===== config.mk =====
export PLATFORM = sky130hd
export DESIGN_NAME = bit_serializer
export DESIGN_NICKNAME = d
export VERILOG_FILES = /design/src/rtl/bit_serializer.sv
export SDC_FILE = /design/constraint.sdc
export NUM_CORES = 1
export LEC_CHECK = 0
export BUFFER_PORTS_ARGS = -buffer_cell sky130_fd_sc_hd__buf_4
export CAP_MARGIN = 20
export CORE_UTILIZATION = 45
export DETAILED_ROUTE_END_ITERATION = 6
export GPL_ROUTABILITY_DRIVEN = 0
export HOLD_SLACK_MARGIN = 0.06
export PLACE_DENSITY = 0.75
export SYNTH_ARGS = -nofsm -noshare
export SYNTH_HDL_FRONTEND = slang
export SYNTH_SLANG_ARGS = --single-unit
export TNS_END_PERCENT = 5

===== constraint.sdc =====
create_clock -name clk -period 2.8 [get_ports clk]
set_clock_uncertainty 0.2 [all_clocks]
set_input_delay 0.42 -clock clk [delete_from_list [all_inputs] [get_ports clk]]
set_output_delay 0.42 -clock clk [all_outputs]
set_load 0.02 [all_outputs]

===== src/rtl/bit_serializer.sv =====
// Parallel-to-serial converter: W-bit words in on valid/ready, one bit per clock out with a bit-valid qualifier.
// Latency: first bit appears one cycle after accept; back-to-back frames run with no idle bit between them.
// Backpressure: din_ready = ~hold_full (registered only); en=0 freezes the bit position without dropping data.
//
// Ports:
//   clk, rst_n            clock (rising edge), asynchronous active-low reset
//   din, din_valid        parallel word and its valid
//   din_ready             a word can be accepted this cycle (holding buffer empty)
//   en                    shift enable; 0 holds the current bit and drops x_valid
//   x_out, x_valid        serial bit and its qualifier
//   frame_done            one-cycle pulse on the last bit of a frame
//   busy                  a frame is shifting or a word is held
module bit_serializer #(
    parameter int W          = 8,
    parameter bit MSB_FIRST  = 1'b1,
    parameter bit IDLE_LEVEL = 1'b0
) (
    input  logic         clk,
    input  logic         rst_n,
    input  logic [W-1:0] din,
    input  logic         din_valid,
    output logic         din_ready,
    input  logic         en,
    output logic         x_out,
    output logic         x_valid,
    output logic         frame_done,
    output logic         busy
);

    localparam int            CW   = $clog2(W);
    localparam logic [CW-1:0] LAST = CW'(W - 1);

    typedef enum logic {IDLE, SHIFT} state_t;

    state_t         state_q,     state_d;
    logic [W-1:0]   shreg_q,     shreg_d;
    logic [CW-1:0]  bit_cnt_q,   bit_cnt_d;
    logic [W-1:0]   hold_q,      hold_d;
    logic           hold_full_q, hold_full_d;

    logic accept;
    logic in_shift;
    logic last_bit;
    logic cur_bit;

    always_comb begin
        accept   = din_valid & ~hold_full_q;
        in_shift = (state_q == SHIFT);
        last_bit = in_shift & en & (bit_cnt_q == LAST);
        cur_bit  = MSB_FIRST ? shreg_q[W-1] : shreg_q[0];

        din_ready  = ~hold_full_q;
        x_out      = in_shift ? cur_bit : IDLE_LEVEL;
        x_valid    = in_shift & en;
        frame_done = last_bit;
        busy       = in_shift | hold_full_q;
    end

    always_comb begin
        state_d     = state_q;
        shreg_d     = shreg_q;
        bit_cnt_d   = bit_cnt_q;
        hold_d      = hold_q;
        hold_full_d = hold_full_q;

        case (state_q)
            IDLE: begin
                if (accept) begin
                    shreg_d   = din;
                    bit_cnt_d = '0;
                    state_d   = SHIFT;
                end
            end
            SHIFT: begin
                if (en) begin
                    if (bit_cnt_q == LAST) begin
                        bit_cnt_d = '0;
                        if (hold_full_q) begin
                            shreg_d     = hold_q;
                            hold_full_d = 1'b0;
                        end else if (accept) begin
                            // Bypass: the new word goes straight into the shifter.
                            shreg_d = din;
                        end else begin
                            state_d = IDLE;
                        end
                    end else begin
                        shreg_d   = MSB_FIRST ? {shreg_q[W-2:0], 1'b0}
                                              : {1'b0, shreg_q[W-1:1]};
                        bit_cnt_d = bit_cnt_q + 1'b1;
                    end
                end
                // Any accept other than the last-bit bypass parks the word.
                if (accept && !last_bit) begin
                    hold_d      = din;
                    hold_full_d = 1'b1;
                end
            end
            default: state_d = IDLE;
        endcase
    end

    always_ff @(posedge clk or negedge rst_n) begin
        if (!rst_n) begin
            state_q     <= IDLE;
            shreg_q     <= '0;
            bit_cnt_q   <= '0;
            hold_q      <= '0;
            hold_full_q <= 1'b0;
        end else begin
            state_q     <= state_d;
            shreg_q     <= shreg_d;
            bit_cnt_q   <= bit_cnt_d;
            hold_q      <= hold_d;
            hold_full_q <= hold_full_d;
        end
    end

endmodule


; ---- Yosys cells after proc, flatten, opt, wreduce, memory -nomap -nowiden
; Index checks and enable logic that the tools add are counted.
[word_totals]
elab_cells = 40
out_inout_bits = 5
reg_bits = 21
input_bits = 12
[classes]
add_sub_neg = 1
n_mux = 18
n_reduce_logical = 7
n_bitwise = 6
n_eq_ne = 3
[op_table]
columns = cell, count
row1 = $mux 8, 4
row2 = $pmux 8 s2, 1
row3 = $mux 3, 3
row4 = $mux 1, 8
row5 = $pmux 3 s2, 1
row6 = $ne 2x2->1 const B, 2
row7 = $reduce_and 2->1, 2
row8 = $reduce_bool 2->1, 2
row9 = $add 3x1->3 const B, 1
row10 = $and 1x1->1, 3
row11 = $eq 3x3->1 const B, 1
row12 = $reduce_and 3->1, 1
row13 = $not 1->1, 2
row14 = $pmux 1 s2, 1
row15 = $logic_and 1x1->1, 1
row16 = $logic_not 1->1, 1
row17 = $or 1x1->1, 1

; ---- Depth between registers and ports, before layout
[depth]
depth_word = 7
ltp_mapped = 6

; ---- Least setup slack after synthesis
; Ideal clock, no wire load.
[synth_path]
path_type = register to register
start = reg bit_cnt_q[0]
end = reg hold_q[0]
arrival_time_ns = 1.553
path_buffers = 0
setup_slack_ns = 0.923
stages_incl_launch_ff = 6
path_cell_list = dfrtp_1 -> ha_1 -> ha_1 -> nand2_1 -> nor3b_4 -> mux2_2
[synth_between]
elab_chain_cells = 5
[synth_lines]
columns = item, line
row1 = from (decl), 37  ; logic [CW-1:0] bit_cnt_q, bit_cnt_d;
row2 = from (signal assigned), 113  ; bit_cnt_q <= bit_cnt_d;
row3 = $eq 3x3->1, 49  ; last_bit = in_shift & en & (bit_cnt_q == LAST);
row4 = $and 1x1->1, 49
row5 = $logic_not 1->1, 94  ; if (accept && !last_bit) begin
row6 = $logic_and 1x1->1, 94
row7 = $reduce_and 2->1 (no line), --
row8 = to (signal assigned), 114  ; hold_q <= hold_d;
row9 = to (decl), 38  ; logic [W-1:0] hold_q, hold_d;
; Every way passes these cells.
; A chain may end at the register's enable or synchronous reset.

; ---- Worst setup path in the final report
[layout_path]
start = reg bit_cnt_q[0]
end = out frame_done
[layout_between]
elab_chain_cells = 2
[layout_lines]
columns = item, line
row1 = $eq 3x3->1, 49
row2 = $and 1x1->1, 49
row3 = to (decl), 26  ; output logic frame_done,
; Every way passes these cells.

==> metrics.txt <==
status completed; Worst-Margin Slew 698 ps; Vias 900; Inst Count DP 149; CP dominant cell by count ha_1; CP max stage cell dfrtp_1; critical hold path startpoint din[0]; largest net degree at the start of global routing 22; Via density between 5 and 6; area of the multi-input gates 584 um2; CP peak stage delay 410 ps; Die X ~53 um; global-route wire length before repair 4040 um; Static Leak around 0.67 nW; DRT iter0 DRCs 13; antenna-violating nets left 0; # IOs 17; TritonCTS clock tree done; main flop type after synthesis dfrtp_1; CP Max Fanout 8; Clk Latency, worst-skew pair 300 ps; DR pass1 iterations 5; Design Area, Final 1340 um2; Tot GR Track Use 0.198; Setup crit start kind flip-flop; # DRC 0; Tcrit/Tclk final 0.834; Synth warnings 0; worst ir drop on vdd 0.000605 V; hold depth 2; Post-synth EDFFs 0; crit path DAT 1710 ps; Synth Area per Inst 10.8 um2; highest metal used met4; final hold vios 0; Worst R2R Path Depth 5; CTS buffer count 3; FMAX ~430 MHz; antenna violations before repair 0; Yosys reg bits 21; register area ~530 um2; Cell Rows 18; synth unique cells 26; vias in the first global route 947; number of max-cap violations 0; Setup Buffers After CTS 0; Final Total Pwr 973 uW; crit end category output pin; net count after synthesis 123; die height 53.1 um; Initial Util 0.474; H-tree depth 1; Worst Hold End hold_q[0]; n_diodes 0; Final Setup Violations 0; CTS Buffer Depth 2; clk slew on worst S/H paths 110 ps; placed cell area 1300 um2; Core Area between 2000 and 2500 um2; post-synth top area share 0.448; async set-reset flop share out of synthesis 1.00; Max-slew headroom 0.535; top-count cell post-synth dfrtp_1; setup repair after global routing missed its margin false; Port Buf Inserts 16; share of cells above drive strength 1 0.282; largest area contributor in the netlist dfrtp_1; Routed WL per cell 15.6 um; fill count 228; HP Class input pin to flip-flop; largest cells by area after synthesis dfrtp_1, mux2_2, a22o_1, a211o_1, a221oi_1; critical path type flip-flop to output pin; synthesized area between 1000 and 1500 um2; final design utilization 0.540; CTS Root Cell clkbuf_4; global route total overflow 0; Die Area around 2800 um2; crit-path cells ha_1 > ha_1 > nand3_1 > inv_1 > buf_4; Final HPWL DP 1630 um; Total Neg Setup Slack 0 ps; Synth Instances 109; Routed WL about 2400 um; Commonest cells post-synth dfrtp_1, mux2_2, a22o_1, inv_1; reg2reg start bit_cnt_q[0]; Layout area overhead 14.0%; CP required 2180 ps; Clock Sinks 21; wire length on met2 1110 um; M1 WL 1120 um; Slew Limit Fails 0; sequential cell area fraction in the yosys report 0.448; final instance count without filler cells 154; P per Cell Area around 730 nW/um2; Final #Nets 139; met3 routed WL 128 um; fin crit period ~2300 ps; FF-to-FF setup slack 660 ps; reg-to-reg endpoint hold_q[0]
==> worst max-delay path by stage <==
| stage | cells after the start | from | slack (ps) | end |
|---|---|---|---|---|
| after CTS | 5 | bit_cnt_q[0] | 460 | frame_done |
| after global placement | 5 | bit_cnt_q[0] | 740 | hold_q[7] |
| final | 5 | bit_cnt_q[0] | 470 | frame_done |
| after detailed placement | 5 | bit_cnt_q[0] | 690 | hold_q[2] |
| after floorplan | 5 | bit_cnt_q[0] | 920 | hold_q[0] |
| after global routing | 5 | bit_cnt_q[0] | 360 | frame_done |
==> power breakdown <==
| part | total (mW) | internal [mW] | switching (mW) | leakage (nW) |
|---|---|---|---|---|
| registers | 0.509 | 0.401 | 0.108 | 0.275 |
| clock network | 0.144 | 0.0554 | 0.0889 | 0.0150 |
| logic | 0.319 | 0.168 | 0.152 | 0.376 |
| total | 0.973 | 0.624 | 0.348 | 0.666 |
==> worst max-delay path: cells and delay by family, from the launching register on <==
family | cells | cell delay, ps
buffers and inverters | 2 | 280
adders and majority gates | 2 | 450
and+or+nand+nor | 1 | 280
DFF | 1 | 410
==> flip-flops by register name, indices dropped and copies added (netlist names) <==
register	count
hold_q	8
shreg_q	8
bit_cnt_q	3
hold_full_q	1
in_shift	1
==> layout make-up <==
class,count,area share
multi-input combinational,73,0.437
sequential,21,0.393
timing repair buffer,17,0.0973
tap,30,0.0281
inverter,9,0.0253
clock buffer,4,0.0196
==> through the flow <==
step	setup slack (ps)	hold WS (ps)
after detailed placement	686	124
after CTS	457	154
after global routing	357	149
final	466	165
after floorplan	923	-75.6
after global placement	740	119
==> cell usage in the layout (no fill, tap or decap), types with 3 or more instances in the layout <==
cell / Yosys / final
a22o_1: 9 / 9
nand2_1: 6 / 6
dfrtp_1: 21 / 21
a211o_1: 7 / 7
mux2_2: 11 / 11
o21ai_0: 4 / 4
a21oi_1: 7 / 7
a221oi_1: 6 / 6
nand2b_1: 7 / 7
clkbuf_4: 0 / 3
inv_1: 9 / 9
buf_4: 1 / 16
==> per-layer routing <==
layer	track usage	up-vias
li1	-	433
met1	0.233	432
met2	0.338	30
met3	0.0632	5
met4	0.0658	0
met5	0	-
==> logic make-up (layout without fill, tap and decap cells) <==
| kind of cell | Yosys count | after routing | synth area share |
|---|---|---|---|
| AO/OA/AOI/OAI | 34 | 34 | 0.217 |
| adder cells (fa/ha/maj) | 2 | 2 | 0.0213 |
| buffers and inverters | 15 | 30 | 0.0544 |
| flip-flops | 21 | 21 | 0.448 |
| multiplexers | 12 | 12 | 0.114 |
| AND/OR/NAND/NOR | 25 | 25 | 0.145 |
==> what timing repair did <==
| action | 4_1_cts | 5_1_grt |
|---|---|---|
| hold buffers | 1 | 0 |
| endpoints found under the hold margin | 21 | 0 |
| gates resized for setup | 0 | 0 |
Power figures use the tool's default switching activity.
